`config.mk`:
```
export PLATFORM = sky130hd
export DESIGN_NAME = pwm_duty_meter
export DESIGN_NICKNAME = d
export VERILOG_FILES = /design/src/rtl/pwm_duty_meter_pkg.sv /design/src/rtl/pwm_meter_fifo.sv /design/src/rtl/pwm_duty_meter.sv
export SDC_FILE = /design/constraint.sdc
export NUM_CORES = 1
export LEC_CHECK = 0
export ABC_CLOCK_PERIOD_IN_PS = 6900
export BUFFER_PORTS_ARGS = -buffer_cell sky130_fd_sc_hd__buf_4
export CAP_MARGIN = 10
export CORE_MARGIN = 2
export CORE_UTILIZATION = 60
export DETAILED_ROUTE_END_ITERATION = 12
export PLACE_DENSITY_LB_ADDON = 0.05
export SLEW_MARGIN = 30
export SYNTH_ARGS = -nofsm -noshare
export SYNTH_HDL_FRONTEND = slang
export SYNTH_HIERARCHICAL = 1
export SYNTH_SLANG_ARGS = --single-unit
```
`constraint.sdc`:
```
create_clock -name clk -period 6.9 [get_ports clk]
set_clock_uncertainty 0.05 [all_clocks]
set_input_delay 1.035 -clock clk [delete_from_list [all_inputs] [get_ports clk]]
set_output_delay 1.035 -clock clk [all_outputs]
set_load 0.05 [all_outputs]
```
`src/rtl/pwm_duty_meter_pkg.sv`:
```
// Shared constants and helpers for the PWM duty meter: default window timing,
// FSM state encodings and the per-channel count width.
package pwm_duty_meter_pkg;

   localparam int DEF_CLOCKS_PER_SAMPLE = 2500;
   localparam int CLOCK_FREQ            = 125_000_000;

   localparam logic [0:0] ST_IDLE = 1'b0;
   localparam logic [0:0] ST_RUN  = 1'b1;

   // Width that holds 0..clocks_per_sample inclusive, so an all-high window cannot wrap.
   function automatic int cnt_width(input int clocks_per_sample);
      return $clog2(clocks_per_sample + 1);
   endfunction

endpackage

```
`src/rtl/pwm_meter_fifo.sv`:
```
// Synchronous first-word-fall-through FIFO; the head entry is visible whenever valid_o is high.
module pwm_meter_fifo #(
   parameter int WIDTH = 8,
   parameter int DEPTH = 8
) (
   input  logic             clk,
   input  logic             rst_n,
   input  logic             push_i,
   input  logic [WIDTH-1:0] data_i,
   input  logic             pop_i,
   output logic [WIDTH-1:0] data_o,
   output logic             valid_o,
   output logic             full_o
);

   localparam int AW = $clog2(DEPTH);

   logic [AW:0]      wr_q, wr_d, rd_q, rd_d;
   logic [WIDTH-1:0] mem_q [DEPTH];
   logic             empty_s, wr_en_s, rd_en_s;

   assign empty_s = (wr_q == rd_q);
   assign full_o  = (wr_q[AW] != rd_q[AW]) && (wr_q[AW-1:0] == rd_q[AW-1:0]);
   assign valid_o = !empty_s;
   assign data_o  = empty_s ? {WIDTH{1'b0}} : mem_q[rd_q[AW-1:0]];

   // A pop in the same cycle frees the slot, so a push at full is still accepted.
   assign rd_en_s = pop_i && !empty_s;
   assign wr_en_s = push_i && (!full_o || rd_en_s);

   always_comb begin
      wr_d = wr_q;
      rd_d = rd_q;
      if (wr_en_s) begin
         wr_d = wr_q + {{AW{1'b0}}, 1'b1};
      end else begin
         wr_d = wr_q;
      end
      if (rd_en_s) begin
         rd_d = rd_q + {{AW{1'b0}}, 1'b1};
      end else begin
         rd_d = rd_q;
      end
   end

   always_ff @(posedge clk or negedge rst_n) begin
      if (!rst_n) begin
         wr_q <= '0;
         rd_q <= '0;
         for (int i = 0; i < DEPTH; i++) begin
            mem_q[i] <= '0;
         end
      end else begin
         wr_q <= wr_d;
         rd_q <= rd_d;
         if (wr_en_s) begin
            mem_q[wr_q[AW-1:0]] <= data_i;
         end
      end
   end

endmodule

```
`src/rtl/pwm_duty_meter.sv`:
```
// Multi-channel PWM duty meter: counts synchronized high cycles per channel over
// fixed windows and queues one packed count vector per window into a FWFT FIFO.
module pwm_duty_meter
   import pwm_duty_meter_pkg::*;
#(
   parameter int  CLOCKS_PER_SAMPLE = DEF_CLOCKS_PER_SAMPLE,
   parameter int  N_CH              = 2,
   parameter int  FIFO_DEPTH        = 8,
   parameter int  SYNC_STAGES       = 2,
   localparam int CW                = cnt_width(CLOCKS_PER_SAMPLE)
) (
   input  logic                 clk,
   input  logic                 rst_n,
   input  logic                 enable,
   input  logic [N_CH-1:0]      pwm_in,
   output logic [N_CH*CW-1:0]   out_data,
   output logic                 out_valid,
   input  logic                 out_ready,
   output logic                 window_tick,
   output logic [15:0]          drop_count
);

   localparam int              PW         = $clog2(CLOCKS_PER_SAMPLE);
   localparam logic [PW-1:0]   LAST_PHASE = PW'(CLOCKS_PER_SAMPLE - 1);

   logic [N_CH-1:0]    sync_q [SYNC_STAGES];
   logic [N_CH-1:0]    pwm_s;
   logic [0:0]         state_q, state_d;
   logic [PW-1:0]      phase_q, phase_d, phase_s;
   logic [CW-1:0]      cnt_q [N_CH];
   logic [CW-1:0]      cnt_d [N_CH];
   logic [CW-1:0]      sum_s [N_CH];
   logic [N_CH*CW-1:0] push_data_s;
   logic               last_s, pop_s, full_s;
   logic [15:0]        drop_q, drop_d;

   always_ff @(posedge clk or negedge rst_n) begin
      if (!rst_n) begin
         for (int i = 0; i < SYNC_STAGES; i++) begin
            sync_q[i] <= '0;
         end
      end else begin
         sync_q[0] <= pwm_in;
         for (int i = 1; i < SYNC_STAGES; i++) begin
            sync_q[i] <= sync_q[i-1];
         end
      end
   end

   assign pwm_s = sync_q[SYNC_STAGES-1];

   // The enabling edge out of IDLE closes phase 0, so IDLE reads as phase 0.
   assign phase_s     = (state_q == ST_RUN) ? phase_q : {PW{1'b0}};
   assign last_s      = enable && (phase_s == LAST_PHASE);
   assign window_tick = last_s;
   assign pop_s       = out_valid && out_ready;

   always_comb begin
      state_d = state_q;
      phase_d = phase_q;
      if (enable) begin
         state_d = ST_RUN;
         phase_d = last_s ? {PW{1'b0}} : phase_s + PW'(1);
      end else begin
         state_d = ST_IDLE;
         phase_d = {PW{1'b0}};
      end
   end

   always_comb begin
      push_data_s = '0;
      for (int k = 0; k < N_CH; k++) begin
         sum_s[k] = cnt_q[k] + CW'(pwm_s[k]);
         if (!enable || last_s) begin
            cnt_d[k] = {CW{1'b0}};
         end else begin
            cnt_d[k] = sum_s[k];
         end
         push_data_s[k*CW +: CW] = sum_s[k];
      end
   end

   always_comb begin
      drop_d = drop_q;
      if (last_s && full_s && !pop_s && (drop_q != 16'hFFFF)) begin
         drop_d = drop_q + 16'd1;
      end else begin
         drop_d = drop_q;
      end
   end

   always_ff @(posedge clk or negedge rst_n) begin
      if (!rst_n) begin
         state_q <= ST_IDLE;
         phase_q <= '0;
         drop_q  <= 16'd0;
         for (int k = 0; k < N_CH; k++) begin
            cnt_q[k] <= '0;
         end
      end else begin
         state_q <= state_d;
         phase_q <= phase_d;
         drop_q  <= drop_d;
         for (int k = 0; k < N_CH; k++) begin
            cnt_q[k] <= cnt_d[k];
         end
      end
   end

   assign drop_count = drop_q;

   pwm_meter_fifo #(
      .WIDTH (N_CH*CW),
      .DEPTH (FIFO_DEPTH)
   ) u_fifo (
      .clk     (clk),
      .rst_n   (rst_n),
      .push_i  (last_s),
      .data_i  (push_data_s),
      .pop_i   (out_ready),
      .data_o  (out_data),
      .valid_o (out_valid),
      .full_o  (full_s)
   );

endmodule

```
# Yosys cells after proc, flatten, opt, wreduce, memory -nomap -nowiden
# Index checks and enable logic that the tools add are counted.
# word_totals
ff_bits,257
input_bits,6
output_inout_bits,42
word_cells,60
# classes
add_sub_neg,6
order_cmp,3
eq_ne,5
n_mux,13
n_bitwise,2
reduce_logical,14
# op_table
cell,count
bitwise mux 192 bit,1
two-way mux 24 bit,4
binary-select mux 24 bit (select 3 bit),1
demux 24 bit (select 3 bit),1
two-way mux 12 bit,5
adder 12 x 1 -> 12 bit,2
adder 16 x 1 -> 16 bit (second input constant),1
inequality test 16 bit (second input constant),1
adder 12 x 1 -> 12 bit (second input constant),1
== test 12 bit (second input constant),1
adder 4 x 1 -> 4 bit (second input constant),2
greater-or-equal comparator 4 bit (second input constant),2
logical AND 1 bit,8
NOT 3 -> 4 bit,2
== test 4 bit,1
zero test 1 bit,4
less-than comparator 4 x 1 -> 1 bit (second input constant),1
== test 3 bit,1
logical OR 1 bit,2
two-way mux 1 bit,1
inequality test 1 bit,1

# Longest topological paths before layout
# Gate-level depths: netlist (run 1).
# logic_depth
word_depth,6
ltp_mapped,11
depth_no_buf,8

# Hierarchy
# Netlist (run 1), hierarchy kept.
# modules_own_cells
module,instances,cells_each,area_each_um2,seq_area_each_um2
pwm_meter_fifo,1,572,9618.0,5004.8
pwm_duty_meter,1,249,2693.8,1426.4

# Worst setup path after synthesis (run 1)
# No wires, ideal clock.
# synth_path
path_type,register to output
startpoint,reg u_fifo.rd_q[2]
endpoint,out out_data[10]
t_arrival_ps,1842
t_required_ps,5815
setup_slack_ps,3973
path_stages_with_launch,7
path_buffers,3
path_cell_list,dfrtp_1 -> buf_4 -> xnor2_2 -> and4_1 -> buf_2 -> clkbuf_1 -> nor2_1
# synth_between
elab_chain_cells,5
word_cells_on_any_way,6
classes_between,eq/ne (1); mux (4); bitwise (1)
# synth_lines
element,line,source
"start, declared",pwm_meter_fifo.sv:18,"logic [AW:0] wr_q, wr_d, rd_q, rd_d;"
"start signal, assigned",pwm_meter_fifo.sv:55,rd_q <= rd_d;
NOT 3 -> 4 bit (not written as such),pwm_meter_fifo.sv:25,assign data_o = empty_s ? {WIDTH{1'b0}} : mem_q[rd_q[AW-1:0]];
binary-select mux 24 bit (select 3 bit),pwm_meter_fifo.sv:25,
two-way mux 24 bit (not written as such) (2 in series),pwm_meter_fifo.sv:25,
two-way mux 24 bit (*),pwm_meter_fifo.sv:25,
"end, declared",pwm_duty_meter.sv:16,"output logic [N_CH*CW-1:0] out_data,"
# Mark *: on every way between the ends. The rest lies on a longest branch, timed or not. The select of a mux whose other input is x is not followed.

# Worst setup path in the final report (run 1)
# layout_path
startpoint,reg u_fifo.rd_q[2]
endpoint,out out_valid
# layout_between
elab_chain_cells,2
# layout_lines
element,line,source
== test 4 bit,pwm_meter_fifo.sv:22,assign empty_s = (wr_q == rd_q);
zero test 1 bit,pwm_meter_fifo.sv:24,assign valid_o = !empty_s;
"end, declared",pwm_duty_meter.sv:17,"output logic out_valid,"
# No other way between the ends.

==> results.toml, run 1 <==
[global_routing]
gr-total-overflow = 0
grt_pass1_wl_mm = 42.10
grt_max_degree = 155
antenna_found_initial = 0
grt_pass1_vias = 7562
grt.total_usage = 0.2451

[synth]
synth_top_area_cell = "dfrtp_1"
yosysTopAreaCellShare = 0.5224
synth_most_common_cell = "dfrtp_1"
synthTopCellsByCount = "dfrtp_1 (257), mux2_2 (112), mux2_4 (81)"
postSynthCellCount = 821
synth.net_count = 835
synth_edf_count = 0
yosys-top-cells-area = "dfrtp_1 (52%), mux2_2 (10%), mux2_4 (9.9%), mux4_2 (8.8%), xnor2_1 (2.2%)"
ys_warn_count = 6
syn_area_um2 = 12310
async_flop_share = 1.000
syn_area_per_cell_um2 = 15.00
synth.ff_latch_count = 257
yosysSeqAreaShare = 0.5224
ys_types = 45
ys.flop_type = "dfrtp_1"

[route]
ant_nets = 0
vias = 6868
wl_per_cell_um = 21.90
viasPerCell = 5.936
wl_mm = 25.34
route.detailed.drc = 0
drtIter0Drc = 469
drt_first_pass_iters = 4

[final_layout]
layout.nets = 881
drive_gt1_frac = 0.4126
fin_util = 0.6823
final_area_um2 = 13760
syn2layout_area_growth_pct = 11.77
antenna_cells = 0
fillers = 1394

[critical_path]
crit_fanout = 27
cp_slowest_cell = "dfrtp_4"
path_buf_inv = 3
worstPathRequired_ps = 5810
critPathKind = "flip-flop to primary output"
crit_top_cell = "buf_4"
r2r_start = "u_fifo/rd_q[2]"
crit_arrival_ps = 3000
cp-start-kind = "flip-flop"
critPathCaptureType = "primary output"
path_cells = "xnor2_2 -> and4_1 -> buf_4 -> inv_1 -> buf_4"
max_stage_delay_ps = 840
cp_top_family = "flip-flops"
startpoint = "u_fifo/rd_q[2]"

[floorplanning]
die_h_um = 147.2
io_pins = 48
start_util = 0.6104
chipWidth_um = 147.2
core-area_um2 = 20170
die-area_um2 = 21680
rows = 52

[clock_tree]
hold_buffers = 0
clock_sinks = 257
cts_resized = 0
cts_made_buffers = 29
clkTransAtPathRegs_ps = 60
ctsHtreeMaxLevel = 1
clock_latency_ps = 530
clk_path_buf_depth = 3
cts_tree = "yes"
cts_setup_buffers = 0
clockRootBuffer = "clkbuf_16"

[worst_hold_path]
min_from = "sync_q[2]"
hp-class = "flip-flop to flip-flop"

[power_and_ir_drop]
leakagePower_nw = 6.714
pwr_density_cell_nw_per_um2 = 228.1
vdd_drop_max_uv = 194.5
power_frac_seq = 0.483
finalPower_mw = 3.139
clockPowerShare = 0.499
combPwrFrac = 0.018
p_int_mw = 2.492
p_sw_uw = 647.1
swShare = 0.2062

[timing]
timing.fmax_mhz = 244.8
slew_viol_final = 0
worst_pin_slew_ps = 907.1
period_needed_ps = 4084
setup_tns_ps = 0
hold_violations = 0
rsz0062_at_grt = "no"
maxSlewHeadroom = 0.3934
fin_crit_sh = 0.5919
setup_violations = 0

[status]
status = "finished, final reports clean"

[place]
dp_hpwl_mm = 14.56
port_buffers = 47
gp_congestion = 0.7543
place_area_um2 = 12760

[flow_run]
maxCapViolCount = 0
## routing by layer
metal | vias to the layer above | wire [um] | track usage
met3 | 28 | 1322 | 0.03385
li1 | 3043 | - | -
met2 | 166 | 12290 | 0.3972
met5 | - | 0 | 0
met4 | 0 | 367 | 0.04856
met1 | 3631 | 11350 | 0.3626
## cell families (layout without fill, tap and decap cells)
kind of cell | Yosys count | after routing | synth area share
muxes | 268 | 268 | 0.3112
DFF | 257 | 257 | 0.5224
and+or+nand+nor | 167 | 167 | 0.07104
xor gates and xnor gates | 55 | 55 | 0.03974
buffers and inverters | 53 | 119 | 0.03354
AOI/OAI and AO/OA | 13 | 13 | 0.01402
adders and majority gates | 8 | 8 | 0.008130
## state kept, by name, summed over array words and instances, names as in the netlist
name / cells
cnt_q: 24
drop_count: 16
phase_q: 12
pwm_s: 2
state_q: 1
sync_q: 2
u_fifo/mem_q: 192
u_fifo/rd_q: 4
u_fifo/wr_q: 4
## worst reg2reg max path, cell delays in order, from the launching register on
cell and delay [ps]:
dfrtp_4 840, xnor2_2 190, and4_1 730, buf_4 370, inv_1 140, a21boi_1 420
and3_1 220, o2111ai_1 220, nor2_1 200, xor2_1 150
## area by class of cell
class                           instances  area, um2  area share
Sequential cell                       257       6440      0.4680
Multi-Input combinational cell        511       5468      0.3973
Clock buffer                           40      817.0     0.05937
Timing Repair Buffer                   59      506.7     0.03682
Tap cell                              270      337.8     0.02455
Clock inverter                         11      157.7     0.01146
Inverter                                9      33.78    0.002455
## stage by stage
stage,std cells,setup WS [ps],hold slack [ps]
5_1_grt,1157,2678,299.8
2_1_floorplan,821,3973,281.2
4_1_cts,1156,2531,297.5
6_report,1157,2816,298.1
3_5_place_dp,1105,3063,285.5
3_3_place_gp,1104,3168,292.2
## path summary, 6_finish.rpt
check,slack (ps),depth (start not counted),end
setup / recovery,2820,5,out_valid
hold / removal,300,0,pwm_s[0]
setup reg to reg,3300,9,drop_count[15]
hold reg to reg,300,0,pwm_s[0]
max in group asynchronous,4940,2,u_fifo/rd_q[0]
min in group asynchronous,500,1,u_fifo/mem_q[186]
## power groups by stage
stage | sequential, mW | clock (mW) | combinational, mW
floorplan | 1.54 | 0 | 0.0183
detailed placement | 1.54 | 0 | 0.0585
CTS | 1.52 | 1.59 | 0.0589
finish | 1.52 | 1.57 | 0.0566
global route | 1.51 | 1.67 | 0.0664
global placement | 1.54 | 0 | 0.0556
## cell usage in the layout, fill, tap and decap left out, types with 2 or more instances in the layout
cell / netlist / layout
inv_1: 9 / 9
nor3_1: 7 / 7
o21ai_4: 7 / 7
and3_1: 15 / 15
nor4_2: 2 / 2
mux2_1: 2 / 2
ha_1: 8 / 8
clkinv_2: 0 / 6
bufinv_16: 0 / 4
dfrtp_1: 257 / 254
mux2i_1: 25 / 25
nand2_1: 22 / 22
xor2_1: 23 / 23
mux2_2: 112 / 112
nor2b_1: 15 / 15
buf_16: 0 / 2
nand3_1: 17 / 17
clkbuf_16: 0 / 29
mux2_4: 81 / 81
mux4_2: 48 / 48
nand2b_1: 2 / 2
buf_4: 5 / 54
xnor2_1: 31 / 31
nor2_1: 55 / 55
clkbuf_1: 12 / 6
clkbuf_8: 0 / 5
nand4_1: 14 / 14
nor4_1: 2 / 2
and4_1: 5 / 5
dfrtp_4: 0 / 2
and2_1: 3 / 3
No activity file was read; power rests on OpenSTA's default activity.
==> inputs of run 2 (changes only) <==
Settings changed: ABC_CLOCK_PERIOD_IN_PS 6900 to 3900.
Clock period 6.9 ns to 3.9 ns, I/O delays scaled along.
==> run 2 against run 1 <==
  * Register-to-register slack lost 2800 ps
  * Wire length shrank 0.84%
  * Sequential power grew 76%
  * Design area grew 0.41%
  * Largest cell class unchanged
==> results.toml, run 2 (synthesis results as in run 1) <==
[clock_tree]
clock_sinks = 257
clkTransAtPathRegs_ps = 60
cts_setup_buffers = 0
cts_made_buffers = 28
clock_latency_ps = 540
clk_path_buf_depth = 3
clockRootBuffer = "clkbuf_16"
cts_tree = "yes"
ctsHtreeMaxLevel = 1

[place]
place_area_um2 = 12850
port_buffers = 47
place_inst = 1113
dp_hpwl_mm = 15.67
gp_congestion = 0.7652

[floorplanning]
core-area_um2 = 20170
start_util = 0.6104
chipWidth_um = 147.2
io_pins = 48
rows = 52
die-area_um2 = 21680
die_h_um = 147.2

[critical_path]
crit_fanout = 31
cp-start-kind = "flip-flop"
rrSetupSlack_ps = 520
r2r-end = "u_fifo/mem_q[186]"
worstPathRequired_ps = 3260
startpoint = "u_fifo/rd_q[0]"
crit_end = "out_data[21]"
crit_arrival_ps = 2860
critPathCaptureType = "primary output"
critPathKind = "flip-flop to primary output"
r2r_start = "state_q"
reg2reg_depth = 9

[timing]
period_needed_ps = 3498
timing.fmax_mhz = 285.9
worst_pin_slew_ps = 897.6
fin_crit_sh = 0.8968
rsz0062_at_grt = "no"
maxSlewHeadroom = 0.3973
hold_ws_ps = 104.1
hold_violations = 0
slew_viol_final = 0
setup_violations = 0
setup_tns_ps = 0

[global_routing]
grt_pass1_vias = 7378
grt.total_usage = 0.2413
grt_max_degree = 119
gr-total-overflow = 0
grt_pass1_wl_mm = 41.40
antenna_found_initial = 0

[final_layout]
regMostFlops = "u_fifo/mem_q"
syn2layout_area_growth_pct = 12.23
largest_reg_flops = 192
mostFrequentLayoutCells = "dfrtp_1 (254), mux2_2 (112), mux2_4 (81), buf_4 (58), nor2_1 (55)"
final_area_um2 = 13820
instances_no_fill = 1165
regArea_um2 = 6437
drive_gt1_frac = 0.4179
final_common_cell = "dfrtp_1"
fillers = 1370
multi_input_area_um2 = 5468
layout.nets = 889
antenna_cells = 0

[route]
wl_per_cell_um = 21.56
wl_mm = 25.12
viasPerCell = 5.925
drtIter0Drc = 507
route.detailed.drc = 0
ant_nets = 0
drt_first_pass_iters = 5
vias = 6903

[flow_run]
maxCapViolCount = 0

[power_and_ir_drop]
combPwrFrac = 0.020
clockPowerShare = 0.486
power_frac_seq = 0.494
pwr_density_cell_nw_per_um2 = 393.2
swShare = 0.2077
p_int_mw = 4.305
vdd_drop_max_uv = 368.8
leakagePower_nw = 6.752
p_sw_mw = 1.129

[status]
status = "finished, final reports clean"

[worst_hold_path]
hp-class = "input pin to flip-flop"
run 2: cell count changes in the layout (fill, tap and decap cells not counted), sizes merged:
cell         before  now
bufinv            4    3
clkbuf           40   37
buf              59   67
clkinv            6    9
dlygate4sd3       0    1
run 2: worst max-delay path, stage by stage (launching register included):
cell	delay (ps)
dfrtp_4	410
buf_4	380
buf_6	470
mux4_2	560
mux2i_1	190
nor2_1	70
buf_4	200
run 2: metrics by stage:
step                setup slack (ps)  power, mW  utilization
finish                         402.5      5.433       0.6851
global route                   194.4      5.622       0.6851
CTS                            145.0      5.481       0.6830
detailed placement             618.8      2.838       0.6370
global placement               653.9      2.833       0.6334
floorplan                       1230      2.760            -
run 2: area by class of cell:
type / count / area share
flip-flops and latches: 257 / 0.4659
inverters: 9 / 0.002445
multi-input cells: 511 / 0.3957
clock inverters: 13 / 0.01032
repair buffers: 68 / 0.04428
well taps: 270 / 0.02445
clock buffers: 37 / 0.05687
run 2: metal layers:
layer	vias up	global-route usage	share of wire
li1	3059	-	-
met1	3651	0.3609	0.45
met2	159	0.3864	0.48
met3	34	0.03261	0.044
met4	0	0.04904	0.017
met5	-	0	0
run 2: power groups by stage:
| stage | registers (mW) | clock network [mW] | logic, mW |
|---|---|---|---|
| global placement | 2.73 | 0 | 0.104 |
| global route | 2.68 | 2.81 | 0.127 |
| finish | 2.68 | 2.64 | 0.109 |
| detailed placement | 2.73 | 0 | 0.109 |
| CTS | 2.68 | 2.69 | 0.109 |
| floorplan | 2.73 | 0 | 0.0324 |
run 2: worst min path at each step:
stage,startpoint,to,cells after the start
floorplan,rst_n,cnt_q[0],0
global placement,sync_q[2],pwm_s[0],0
detailed placement,sync_q[2],pwm_s[0],0
CTS,pwm_in[0],sync_q[2],1
global route,pwm_in[1],sync_q[3],1
finish,pwm_in[0],sync_q[2],1
run 2: repair_timing:
item	CTS	global route
endpoints found under the hold margin	0	31
endpoints found under the setup margin	0	1
gates resized for setup	0	1
hold buffers	0	1
==> inputs of run 3 (changes only) <==
==> constraint.sdc (replaced) <==
create_clock -name clk -period 3.9 [get_ports clk]
set_clock_uncertainty 0.05 [all_clocks]
set_input_delay 0.39 -clock clk [delete_from_list [all_inputs] [get_ports clk]]
set_output_delay 0.39 -clock clk [all_outputs]
set_load 0.05 [all_outputs]
==> run 3 against run 2 <==
  * Sequential cell count unchanged
  * First-iteration DRC count decreased by 29%
  * Global-route usage increased by 0.50 points
  * Design area decreased by 0.31%
  * Worst setup slack improved by 320 ps
  * Via count increased by 0.10%
  * Largest power group unchanged
  * Highest routed layer unchanged
==> results.toml, run 3 (synthesis results as in run 1) <==
[status]
status = "finished, final reports clean"

[route]
viasPerCell = 5.947
wl_per_cell_um = 21.87
ant_nets = 0
drt_first_pass_iters = 4
drtIter0Drc = 362
wl_mm = 25.41
top_layer_used = "met4"
route.detailed.drc = 0
met1_length_mm = 11.26
met2_length_mm = 12.50
wl_met3_mm = 1.371
vias = 6910

[timing]
setup_violations = 0
maxSlewHeadroom = 0.4005
layout_setup_ws_ps = 721.5
setup_tns_ps = 0
hold_violations = 0
period_needed_ps = 3179
timing.fmax_mhz = 314.6
rsz0062_at_grt = "no"
worst_pin_slew_ps = 897.1
slew_viol_final = 0
fin_crit_sh = 0.8150

[critical_path]
critPathCaptureType = "primary output"
cp_slowest_cell = "dfrtp_2"
rrSetupSlack_ps = 730
crit_top_cell = "buf_4"
reg2reg_depth = 10
crit_arrival_ps = 2740
path_cells = "buf_4 -> mux4_2 -> mux2i_1 -> nor2_1 -> buf_4"
worstPathRequired_ps = 3460
max_stage_delay_ps = 700
r2r_start = "state_q"
crit_fanout = 33
cp-start-kind = "flip-flop"
r2r-end = "u_fifo/mem_q[156]"
critPathKind = "flip-flop to primary output"

[clock_tree]
clock_latency_ps = 530
cts_tree = "yes"
hold_buffers = 3
cts_setup_buffers = 0
ctsHtreeMaxLevel = 1
cts_resized = 0
cts_made_buffers = 27
clk_path_buf_depth = 3
clockRootBuffer = "clkbuf_16"
clock_sinks = 257
clkTransAtPathRegs_ps = 60

[worst_hold_path]
hold_depth = 1
holdPathEnd = "state_q"
min_from = "enable"
hp-class = "input pin to flip-flop"

[place]
port_buffers = 47
dp_slack_ps = 760.0
dp_hpwl_mm = 15.83
gp_congestion = 0.7944

[final_layout]
layout.nets = 891
mostFrequentLayoutCells = "dfrtp_1 (254), mux2_2 (112), mux2_4 (81), buf_4 (58), nor2_1 (55)"
fillers = 1403
antenna_cells = 0
syn2layout_area_growth_pct = 11.88
regMostFlops = "u_fifo/mem_q"
final_common_cell = "dfrtp_1"
drive_gt1_frac = 0.4126
largest_reg_flops = 192

[power_and_ir_drop]
vdd_drop_max_uv = 299.0
leakagePower_nw = 6.726
pwr_density_cell_nw_per_um2 = 379.1

[global_routing]
gr-total-overflow = 0
grt_pass1_wl_mm = 42.30
grt_max_degree = 124
grt_pass1_vias = 7561
antenna_found_initial = 0
grt.total_usage = 0.2463

[floorplanning]
start_util = 0.6104
rows = 52
chipWidth_um = 147.2
core-area_um2 = 20170
die_h_um = 147.2
die-area_um2 = 21680
io_pins = 48

[flow_run]
maxCapViolCount = 0
[run 3: changes by cell type in the layout (fill, tap and decap cells not counted), sizes merged]
cell         delta
clkinv          -6
bufinv          -2
dlygate4sd3     +2
clkinvlp        -1
clkbuf          +2
inv             +1
buf             +1
[run 3: area by class of cell]
class                   count  area [um2]  share of cell area
well taps                 270       337.8             0.02453
repair buffers             71       663.1             0.04814
clock inverters             5       53.80            0.003906
multi-input cells         511        5468              0.3969
inverters                   9       33.78            0.002453
clock buffers              39       780.7             0.05668
flip-flops and latches    257        6437              0.4673
[run 3: where the power goes]
| group | switching (mW) | total, mW | internal (mW) |
|---|---|---|---|
| Clock | 0.992 | 2.43 | 1.44 |
| Sequential | 0.00655 | 2.68 | 2.68 |
| Combinational | 0.0858 | 0.110 | 0.0244 |
| Total | 1.08 | 5.22 | 4.14 |
[run 3: worst max path at each step]
| stage | to | cells past startpoint | start | slack [ps] |
|---|---|---|---|---|
| 2_1_floorplan | u_fifo/mem_q[168] | 11 | state_q | 1230 |
| 3_3_place_gp | u_fifo/mem_q[161] | 8 | state_q | 950 |
| 3_5_place_dp | u_fifo/mem_q[152] | 10 | state_q | 760 |
| 4_1_cts | out_data[2] | 5 | u_fifo/rd_q[0] | 670 |
| 5_1_grt | u_fifo/mem_q[152] | 10 | state_q | 420 |
| 6_report | out_data[2] | 5 | u_fifo/rd_q[1] | 720 |
[run 3: routing by layer]
metal,vias up,track usage
li1,3066,-
met1,3672,0.3590
met2,144,0.4063
met3,28,0.03385
met4,0,0.04567
met5,-,0
[run 3: critical path: cells and delay by family, from the launching register on]
kind	cells	cell delay [ps]
simple gates	1	110
buf+inv	2	790
flops	1	700
mux	2	580
[run 3: stage by stage]
step / cell area, um2 / power [mW] / utilization / hold WS, ps / instances
6_report: 13770 / 5.222 / 0.6829 / 56.51 / 1162
5_1_grt: 13770 / 5.395 / 0.6829 / 51.12 / 1162
4_1_cts: 13750 / 5.283 / 0.6816 / 37.88 / 1161
3_5_place_dp: 12880 / 2.838 / 0.6387 / 296.4 / 1114
3_3_place_gp: 12770 / 2.832 / 0.6330 / 283.2 / 1108
2_1_floorplan: 12310 / 2.760 / - / 44.41 / 821
